### src/rtl/game_round_ctrl.sv
// rtl/game_round_ctrl.sv - round sequencing, answer window, hit link and HP bookkeeping for one board
module game_round_ctrl #(
    parameter int HP_MAX      = 4,
    parameter int HP_W        = 3,
    parameter int TIMEOUT     = 250000000,
    parameter int TMR_W       = 28,
    parameter int HIT_HOLD    = 8,
    parameter int SYNC_STAGES = 2
) (
    input  logic             CLK,
    input  logic             RST,
    input  logic             READY_BTN,
    input  logic             QUE_BTN,
    input  logic             ANS_VALID,
    input  logic             ANS_CORRECT,
    input  logic             PEER_READY,
    input  logic             PEER_HIT,
    input  logic             PEER_OVER,
    output logic             READY_OUT,
    output logic             HIT_OUT,
    output logic             Q_LOAD,
    output logic [2:0]       STATE,
    output logic [HP_W-1:0]  HP,
    output logic [TMR_W-1:0] TIMER,
    output logic             GAME_OVER,
    output logic             WIN
);

    localparam int HOLD_W = $clog2(HIT_HOLD + 1);

    typedef enum logic [2:0] {
        S_IDLE      = 3'd0,
        S_WAIT_PEER = 3'd1,
        S_QUESTION  = 3'd2,
        S_ANSWER    = 3'd3,
        S_HIT       = 3'd4,
        S_OVER      = 3'd5
    } state_t;

    state_t state_q, state_d;

    logic [SYNC_STAGES-1:0] rdy_sync;
    logic [SYNC_STAGES-1:0] hit_sync;
    logic [SYNC_STAGES-1:0] over_sync;
    logic                   hit_d;

    logic [HP_W-1:0]   hp_q, hp_d, hp_after;
    logic [TMR_W-1:0]  timer_q, timer_d;
    logic [HOLD_W-1:0] hold_q, hold_d;
    logic              win_q, win_d;

    logic peer_ready_s, peer_hit_s, peer_over_s, peer_edge;
    logic in_play, in_answer, own_wrong, own_skip, timer_expired;
    logic [2:0]      dec;
    logic [HP_W+2:0] hp_wide, dec_wide, hp_diff;

    // Peer GPIO lines are asynchronous; only the last stage of each chain is ever used.
    always_ff @(posedge CLK) begin
        if (RST) begin
            rdy_sync  <= '0;
            hit_sync  <= '0;
            over_sync <= '0;
            hit_d     <= 1'b0;
        end else begin
            rdy_sync  <= {rdy_sync[SYNC_STAGES-2:0], PEER_READY};
            hit_sync  <= {hit_sync[SYNC_STAGES-2:0], PEER_HIT};
            over_sync <= {over_sync[SYNC_STAGES-2:0], PEER_OVER};
            hit_d     <= hit_sync[SYNC_STAGES-1];
        end
    end

    assign peer_ready_s = rdy_sync[SYNC_STAGES-1];
    assign peer_hit_s   = hit_sync[SYNC_STAGES-1];
    assign peer_over_s  = over_sync[SYNC_STAGES-1];
    assign peer_edge    = peer_hit_s & ~hit_d;

    // HP loss sources for this cycle, summed and saturated at zero.
    always_comb begin
        in_play       = (state_q == S_QUESTION) || (state_q == S_ANSWER) || (state_q == S_HIT);
        in_answer     = (state_q == S_ANSWER);
        own_wrong     = in_answer & ANS_VALID & ~ANS_CORRECT;
        own_skip      = in_answer & QUE_BTN;
        // A late wrong answer can leave the timer at 0, so <= 1 still expires the window.
        timer_expired = in_answer && (timer_q <= TMR_W'(1)) && !ANS_VALID && !QUE_BTN;
        dec           = {2'b00, own_wrong} + {2'b00, own_skip} + {2'b00, timer_expired}
                      + {2'b00, in_play & peer_edge};
        hp_wide       = {3'b000, hp_q};
        dec_wide      = {{HP_W{1'b0}}, dec};
        hp_diff       = hp_wide - dec_wide;
        hp_after      = (hp_wide <= dec_wide) ? '0 : hp_diff[HP_W-1:0];
    end

    // Next-state logic: HP exhaustion beats peer loss, which beats our own correct answer.
    always_comb begin
        state_d = S_IDLE;
        hp_d    = hp_q;
        timer_d = '0;
        hold_d  = '0;
        win_d   = win_q;

        if (in_play) begin
            hp_d = hp_after;
        end

        case (state_q)
            S_IDLE: begin
                state_d = READY_BTN ? S_WAIT_PEER : S_IDLE;
            end
            S_WAIT_PEER: begin
                state_d = peer_ready_s ? S_QUESTION : S_WAIT_PEER;
            end
            S_QUESTION: begin
                timer_d = TMR_W'(TIMEOUT);
                state_d = S_ANSWER;
            end
            S_ANSWER: begin
                timer_d = (timer_q != '0) ? timer_q - TMR_W'(1) : '0;
                if (ANS_VALID && ANS_CORRECT) begin
                    state_d = S_HIT;
                end else if (QUE_BTN || timer_expired || peer_edge) begin
                    state_d = S_QUESTION;
                end else begin
                    state_d = S_ANSWER;
                end
            end
            S_HIT: begin
                hold_d  = hold_q + HOLD_W'(1);
                state_d = (hold_q == HOLD_W'(HIT_HOLD - 1)) ? S_QUESTION : S_HIT;
            end
            S_OVER: begin
                if (READY_BTN) begin
                    state_d = S_IDLE;
                    hp_d    = HP_W'(HP_MAX);
                    win_d   = 1'b0;
                end else begin
                    state_d = S_OVER;
                end
            end
            default: begin
                state_d = S_IDLE;
            end
        endcase

        if (in_play) begin
            if (hp_after == '0) begin
                state_d = S_OVER;
                win_d   = 1'b0;
            end else if (peer_over_s) begin
                state_d = S_OVER;
                win_d   = 1'b1;
            end
        end
    end

    // Round state registers; reset also truncates any HIT pulse in progress.
    always_ff @(posedge CLK) begin
        if (RST) begin
            state_q <= S_IDLE;
            hp_q    <= HP_W'(HP_MAX);
            timer_q <= '0;
            hold_q  <= '0;
            win_q   <= 1'b0;
        end else begin
            state_q <= state_d;
            hp_q    <= hp_d;
            timer_q <= timer_d;
            hold_q  <= hold_d;
            win_q   <= win_d;
        end
    end

    assign STATE     = state_q;
    assign HP        = hp_q;
    assign TIMER     = (state_q == S_ANSWER) ? timer_q : '0;
    assign READY_OUT = (state_q == S_WAIT_PEER) || in_play;
    assign HIT_OUT   = (state_q == S_HIT);
    assign Q_LOAD    = (state_q == S_QUESTION);
    assign GAME_OVER = (state_q == S_OVER);
    assign WIN       = win_q;

endmodule

### config.mk
export PLATFORM = sky130hd
export DESIGN_NAME = game_round_ctrl
export DESIGN_NICKNAME = d
export VERILOG_FILES = /design/src/rtl/game_round_ctrl.sv
export SDC_FILE = /design/constraint.sdc
export NUM_CORES = 1
export LEC_CHECK = 0
export CORE_ASPECT_RATIO = 0.8
export CORE_MARGIN = 2
export CORE_UTILIZATION = 37
export CTS_CLUSTER_DIAMETER = 80
export DETAILED_ROUTE_END_ITERATION = 7
export MAX_ROUTING_LAYER = met4
export PLACE_DENSITY = 0.63
export SLEW_MARGIN = 20
export SYNTH_ARGS = -nofsm -noshare
export SYNTH_HDL_FRONTEND = slang
export SYNTH_SLANG_ARGS = --single-unit
### constraint.sdc
create_clock -name CLK -period 3.4 [get_ports CLK]
set_input_delay 0.68 -clock CLK [delete_from_list [all_inputs] [get_ports CLK]]
set_output_delay 0.68 -clock CLK [all_outputs]
set_load 0.1 [all_outputs]
== Word-level counts from Yosys, hierarchy flattened ==
Index checks and enable logic that the tools add are counted.

* Multiply operators: 0
* Add/subtract/negate cells: 6
* Bitwise operators: 8
* Reduce and logical (&&, ||, !) cells: 15
* Shift operators: 0
* Div/mod/pow operators: 0
* Equal/unequal tests: 6
* Mux-type cells: 22
* Order comparisons: 2

{| class="wikitable"
|+ Operators with widths
! cell !! number
|-
| $mux 28 || 2
|-
| $pmux 28 s2 || 1
|-
| $mux 3 || 10
|-
| $le 28x1->1 const B || 1
|-
| $reduce_bool 28->1 || 1
|-
| $sub 28x1->28 const B || 1
|-
| $pmux 3 s6 || 1
|-
| $mux 1 || 7
|-
| $eq 3x2->1 const B || 2
|-
| $eq 3x3->1 const B || 2
|-
| $logic_not 3->1 || 2
|-
| $and 1x1->1 || 5
|-
| $logic_or 1x1->1 || 5
|-
| $add 4x1->4 const B || 1
|-
| $eq 4x3->1 const B || 1
|-
| $logic_and 1x1->1 || 4
|-
| $add 2x1->3 || 1
|-
| $add 3x1->3 || 1
|-
| $eq 3x1->1 const B || 1
|-
| $le 3x3->1 || 1
|-
| $not 1->1 || 3
|-
| $sub 3x3->3 || 1
|-
| $add 1x1->2 || 1
|-
| $logic_not 1->1 || 2
|-
| 2 further kinds || 2
|}

* Word-level logic and storage cells: 68
* Flip-flop bits (word level): 46
* Bits in latches: 0
* Memory bits (writable): 0
* Memories kept: 0
* Input bits: 9
* ROM bits: 0

== Depth between registers and ports, before layout ==
Gate-level depths: netlist (run 1).

* Depth in word-level cells: 12
* Depth in mapped cells: 16
* Gate-level depth less buffers: 14

== Worst setup path before layout (run 1) ==
OpenSTA, ideal clock, no wires.

* Path kind: flip-flop to flip-flop
* Start point: register state_q[2] (netlist: STATE[2])
* End point: register state_q[0] (netlist: STATE[0])
* Stages on the path, launching flop included: 15
* Data arrival time: 5.250 ns
* Clock period less this slack: 5.383 ns
* Slack: -1.983 ns
* Setup time: 0.133 ns
* Data required time: 3.267 ns
* Path through: dfxtp_1 > nor3b_2 > or2_2 > clkbuf_1 > nand2_1 > fa_1 > inv_1 > ha_1 > ha_1 > fa_1 > nor2b_1 > o211ai_1 > nand4b_1 > a22oi_1 > a31oi_1

* Elaborated cells on any way between the ends: 30

{| class="wikitable"
|+ RTL lines
! element !! RTL line !! text
|-
| from (decl) || 40 || <nowiki>state_t state_q, state_d;</nowiki>
|-
| from (signal assigned) || 164 || <nowiki>state_q <= state_d;</nowiki>
|-
| $eq 3x3->1 * || n/a ||
|-
| net HIT_OUT || 20 || <nowiki>output logic HIT_OUT,</nowiki>
|-
| $logic_or 1x1->1 || 79 || <nowiki>in_play = (state_q == S_QUESTION) || (state_q == S_ANSWER) || (state_q == S_HIT);</nowiki>
|-
| $and 1x1->1 || 86 || <nowiki>+ {2'b00, in_play & peer_edge};</nowiki>
|-
| $add 3x1->3 || 86 ||
|-
| $sub 3x3->3 / $le 3x3->1 (equally long branches) || 89, 90 ||
|-
| $mux 3 || 90 || <nowiki>hp_after = (hp_wide <= dec_wide) ? '0 : hp_diff[HP_W-1:0];</nowiki>
|-
| $logic_not 3->1 || 145 || <nowiki>if (hp_after == '0) begin</nowiki>
|-
| $mux 3 || 145 ||
|-
| $mux 3 * || 144 || <nowiki>if (in_play) begin</nowiki>
|}

Mark *: on every way through the listed nets, which the timed path passes. The rest lies on a longest branch.
A chain may end at the register's enable or synchronous reset.

== Final worst setup path (run 1) ==
* Start point: input port ANS_CORRECT
* End point: register state_q[0] (netlist: STATE[0])

* Word-level cells in the longest chain between the ends: 10
* Elaborated cells on any way between the ends: 15

{| class="wikitable"
|+ Ends and longest elaborated chain
! element !! RTL line !! text
|-
| from (decl) || 15 || <nowiki>input logic ANS_CORRECT,</nowiki>
|-
| $not 1->1 || 81 || <nowiki>own_wrong = in_answer & ANS_VALID & ~ANS_CORRECT;</nowiki>
|-
| $and 1x1->1 || 81 ||
|-
| $add 1x1->2 || 85 || <nowiki>dec = {2'b00, own_wrong} + {2'b00, own_skip} + {2'b00, timer_expired}</nowiki>
|-
| $add 2x1->3 || 85 ||
|-
| $add 3x1->3 || 86 ||
|-
| $sub 3x3->3 / $le 3x3->1 (equally long branches) || 89, 90 ||
|-
| $mux 3 || 90 ||
|-
| $logic_not 3->1 || 145 ||
|-
| $mux 3 || 145 ||
|-
| $mux 3 * || 144 ||
|}

Mark *: on every way between the ends. The rest lies on a longest branch, timed or not.

==> results.md, run 1 <==
* Result of the run: finished, violations left
* Failing checks: setup timing
* Clock latency on the worst-skew pair at 300 ps
* Worst-case setup margin in the final layout at -53.9 ps
* Lkg Pwr at 1.50 nW
* Number of hold-slack violations in the final timing report at 0
* Minimum clock period after layout at 3450 ps
* Worst path required time at 3560 ps
* Total internal power at 0.000984 W
* Top area cells in the synthesized netlist: sky130_fd_sc_hd__dfxtp_1, sky130_fd_sc_hd__xnor2_1, sky130_fd_sc_hd__and2_1, sky130_fd_sc_hd__nor2_1, sky130_fd_sc_hd__ha_1
* Wirelength, routed at 6060 um
* Cell types with the highest counts after synthesis: sky130_fd_sc_hd__dfxtp_1, sky130_fd_sc_hd__nor2_1, sky130_fd_sc_hd__and2_1
* Post-synth top flop: sky130_fd_sc_hd__dfxtp_1
* Final setup violation count at 2
* GRT Total Usage at 17.8%
* Nature of the critical path endpoint: flop
* Die X at 95.3 um
* Data arrival time of the critical path at 3610 ps
* Share of power burned in registers at 39.8%
* Starting utilization of the core area at 38.5%
* Slew @ Worst Pin at 964 ps
* Initial DRC count at 71
* Final-report max-slew violation count at 0
* Number of cells in the design after placement at 435
* Clock tree from TritonCTS: built
* Largest fanout on the critical path at 3
* Mapped Cells at 287
* Post-detailed-route wirelength per cell at 13.6 um
* Number of nets in the synthesized netlist at 306
* TritonCTS buffer count at 5
* Hpwl dp at 4340 um
* Clock Sinks at 46
* First-pass GRT wire length at 10100 um
* Root buffer selected by CTS: sky130_fd_sc_hd__clkbuf_8
* H-tree depth reported by CTS at 2
* Antenna violation net count after detailed routing at 0
* Maximum root-to-sink buffer count at 2
* Async set-reset flop share out of synthesis at 0%
* Area of the mapped netlist at 2470 sq um
* Die span in y at 77.1 um
* Maximum number of pins on one net before global-route repair at 29
* Via-to-Cell Ratio at 4.90
* Highest attainable clock frequency at 290 MHz
* Most frequent cell after synthesis: sky130_fd_sc_hd__dfxtp_1
* RSZ-0062 raised after global routing: true
* Class of the worst hold path: flop to flop
* Aggregate global routing overflow at 0
* Number of global-route vias before repair at 2088
* Floorplan die area at 7350 sq um
* Placement Setup Slack at -425 ps
* Synthesized area per cell at 8.61 sq um
* End-of-flow core utilization at 51.7%
* Number of different library cells in the post-synthesis netlist at 49
* CP Class: input pin to flop
* Sequential fraction of the synthesis area at 37.3%
* I/O Pins at 48
* DR vias at 2186
* Number of enable-type register cells in the synthesized netlist at 0
* Number of search-and-repair iterations in the first detailed-routing pass at 4
* Switching power total at 0.000472 W
* Residual DRC count at 0
* Number of register bits inferred by synthesis at 46
* Proportion of netlist area held by the largest area contributor at 37.3%
* Global placement routability congestion at 0.840
* Hold-fix buffer count after cts at 0
* Worst hold-check slack at 444 ps
* Number of antenna violations at the first check in global routing at 0
* Number of max-cap violations at 0
* Core Box Area at 6410 sq um
* # diodes at 0
* Layout net count at 380
* Post-synth top area cell: sky130_fd_sc_hd__dfxtp_1
* Power share of the combinational group at 32.1%
* PD cells at 439 nW/um^2
* Port-buffer cells at 47
* Filler-free cell count of the finished design at 446
* Part of the cycle the worst path needs at 102%
* Skew final at 5.96 ps
* Max rail drop VDD at 0.233 mV
* Pwr Total at 0.00146 W
* Number of warning messages in the yosys log at 0
* Worst relative slew slack at 35.5%
* Switching fraction of total power at 32.4%
* Area growth from synthesis to layout at 34.2%
* Share of layout cells above drive strength 1 at 28.2%
* Startpoint types: input pin
* Standard-cell row count at 26
* CTS clock-pin slew for the worst setup and hold paths at 90 ps
* Part of the total power dissipated in the clock network at 28.1%
-- logic make-up (layout without fill, tap and decap cells) --
logic type / count (synthesis) / after routing / share of synthesized area (%)
DFF: 46 / 46 / 37.3
buffers and inverters: 27 / 102 / 4.81
xor gates and xnor gates: 28 / 28 / 9.93
AOI/OAI and AO/OA: 37 / 37 / 9.73
adders and majority gates: 10 / 10 / 5.67
and+or+nand+nor: 139 / 139 / 32.6
-- layer usage --
layer	vias up	part of all wire [%]	track usage [%]
li1	1121	-	-
met1	1020	52	25.2
met2	43	44	25.6
met3	2	3.8	4.13
met4	0	0.58	3.91
met5	-	0	-
-- repair_timing --
item,4_1_cts,5_1_grt
endpoints found under the setup margin,2,4
pin swaps,11,3
hold endpoints to repair,0,0
gates resized for setup,9,0
setup buffers,2,1
-- final cells by class --
cell class                 instances  area (sq um)
clock buffer                       5          68.8
clock inverter                     3          40.0
fill                             626          3090
inverter                          14          52.6
multi-input combinational        214          1500
sequential                        46           928
tap                               84           105
timing repair buffer              80           623
-- per-stage QoR --
| stage | instance area (sq um) | TNS [ps] |
|---|---|---|
| 2_1_floorplan | 2500 | -4970 |
| 3_3_place_gp | 3130 | -1370 |
| 3_5_place_dp | 3130 | -1800 |
| 4_1_cts | 3310 | -90.3 |
| 5_1_grt | 3320 | -618 |
| 6_report | 3320 | -97.6 |
-- power groups by stage --
stage	combinational, W	clock [W]	sequential [W]
2_1_floorplan	0.000300	0	0.000630
3_3_place_gp	0.000442	0	0.000591
3_5_place_dp	0.000448	0	0.000592
4_1_cts	0.000463	0.000417	0.000580
5_1_grt	0.000506	0.000441	0.000582
6_report	0.000467	0.000409	0.000579
-- registers in the layout (all words and copies together) (netlist names) --
name and count:
timer_q 28, hold_q 4, HP 3, STATE 3, hit_sync 2, over_sync 2
rdy_sync 2, WIN 1, hit_d 1
-- cell usage in the layout, fill, tap and decap left out, drive strengths merged, types with 2 or more instances in the layout --
cell and n:
or3 7, clkinv 2, dfxtp 46, a2bb2oi 2, nand2 10, nor3 10, and3b 2, a41oi 2
and2 27, o21ai 16, nor2b 11, nor2 37, or2 3, xor2 4, nor4 10, fa 2
a22oi 2, o22ai 2, o211ai 2, buf 71, a21oi 5, or4 5, inv 14, ha 8
nand2b 6, xnor2 24, clkdlybuf4s50 9, clkbuf 5, a31oi 2, nor3b 2, nand3 4
-- critical path: stages --
cell	delay (ps)
sky130_fd_sc_hd__clkdlybuf4s50_1	420
sky130_fd_sc_hd__nand3b_1	190
sky130_fd_sc_hd__fa_1	540
sky130_fd_sc_hd__inv_1	50
sky130_fd_sc_hd__ha_2	290
sky130_fd_sc_hd__ha_4	170
sky130_fd_sc_hd__fa_1	480
sky130_fd_sc_hd__nor2b_1	150
sky130_fd_sc_hd__o211ai_1	200
sky130_fd_sc_hd__nand4b_1	180
sky130_fd_sc_hd__a22oi_2	170
sky130_fd_sc_hd__a31oi_1	90
-- final timing paths --
| path | from | end | slack (ps) | cells after the start |
|---|---|---|---|---|
| setup / recovery | ANS_CORRECT | STATE[0]$_SDFF_PP0_ | -50 | 12 |
| hold / removal | hit_sync[0]$_SDFF_PP0_ | hit_sync[1]$_SDFF_PP0_ | 440 | 1 |
| setup reg to reg | timer_q[25]$_SDFF_PP0_ | STATE[0]$_SDFF_PP0_ | -30 | 13 |
| hold reg to reg | hit_sync[0]$_SDFF_PP0_ | hit_sync[1]$_SDFF_PP0_ | 440 | 1 |
Power figures use the tool's default switching activity.
==> run 2, diff against run 1 <==
--- a/config.mk
+++ b/config.mk
@@ -8,7 +8,6 @@
 export CORE_ASPECT_RATIO = 0.8
 export CORE_MARGIN = 2
 export CORE_UTILIZATION = 37
-export CTS_CLUSTER_DIAMETER = 80
 export DETAILED_ROUTE_END_ITERATION = 7
 export MAX_ROUTING_LAYER = met4
 export PLACE_DENSITY = 0.63
==> results of run 2 <==
The final DEF is identical to that of run 1; final timing and power are the same.
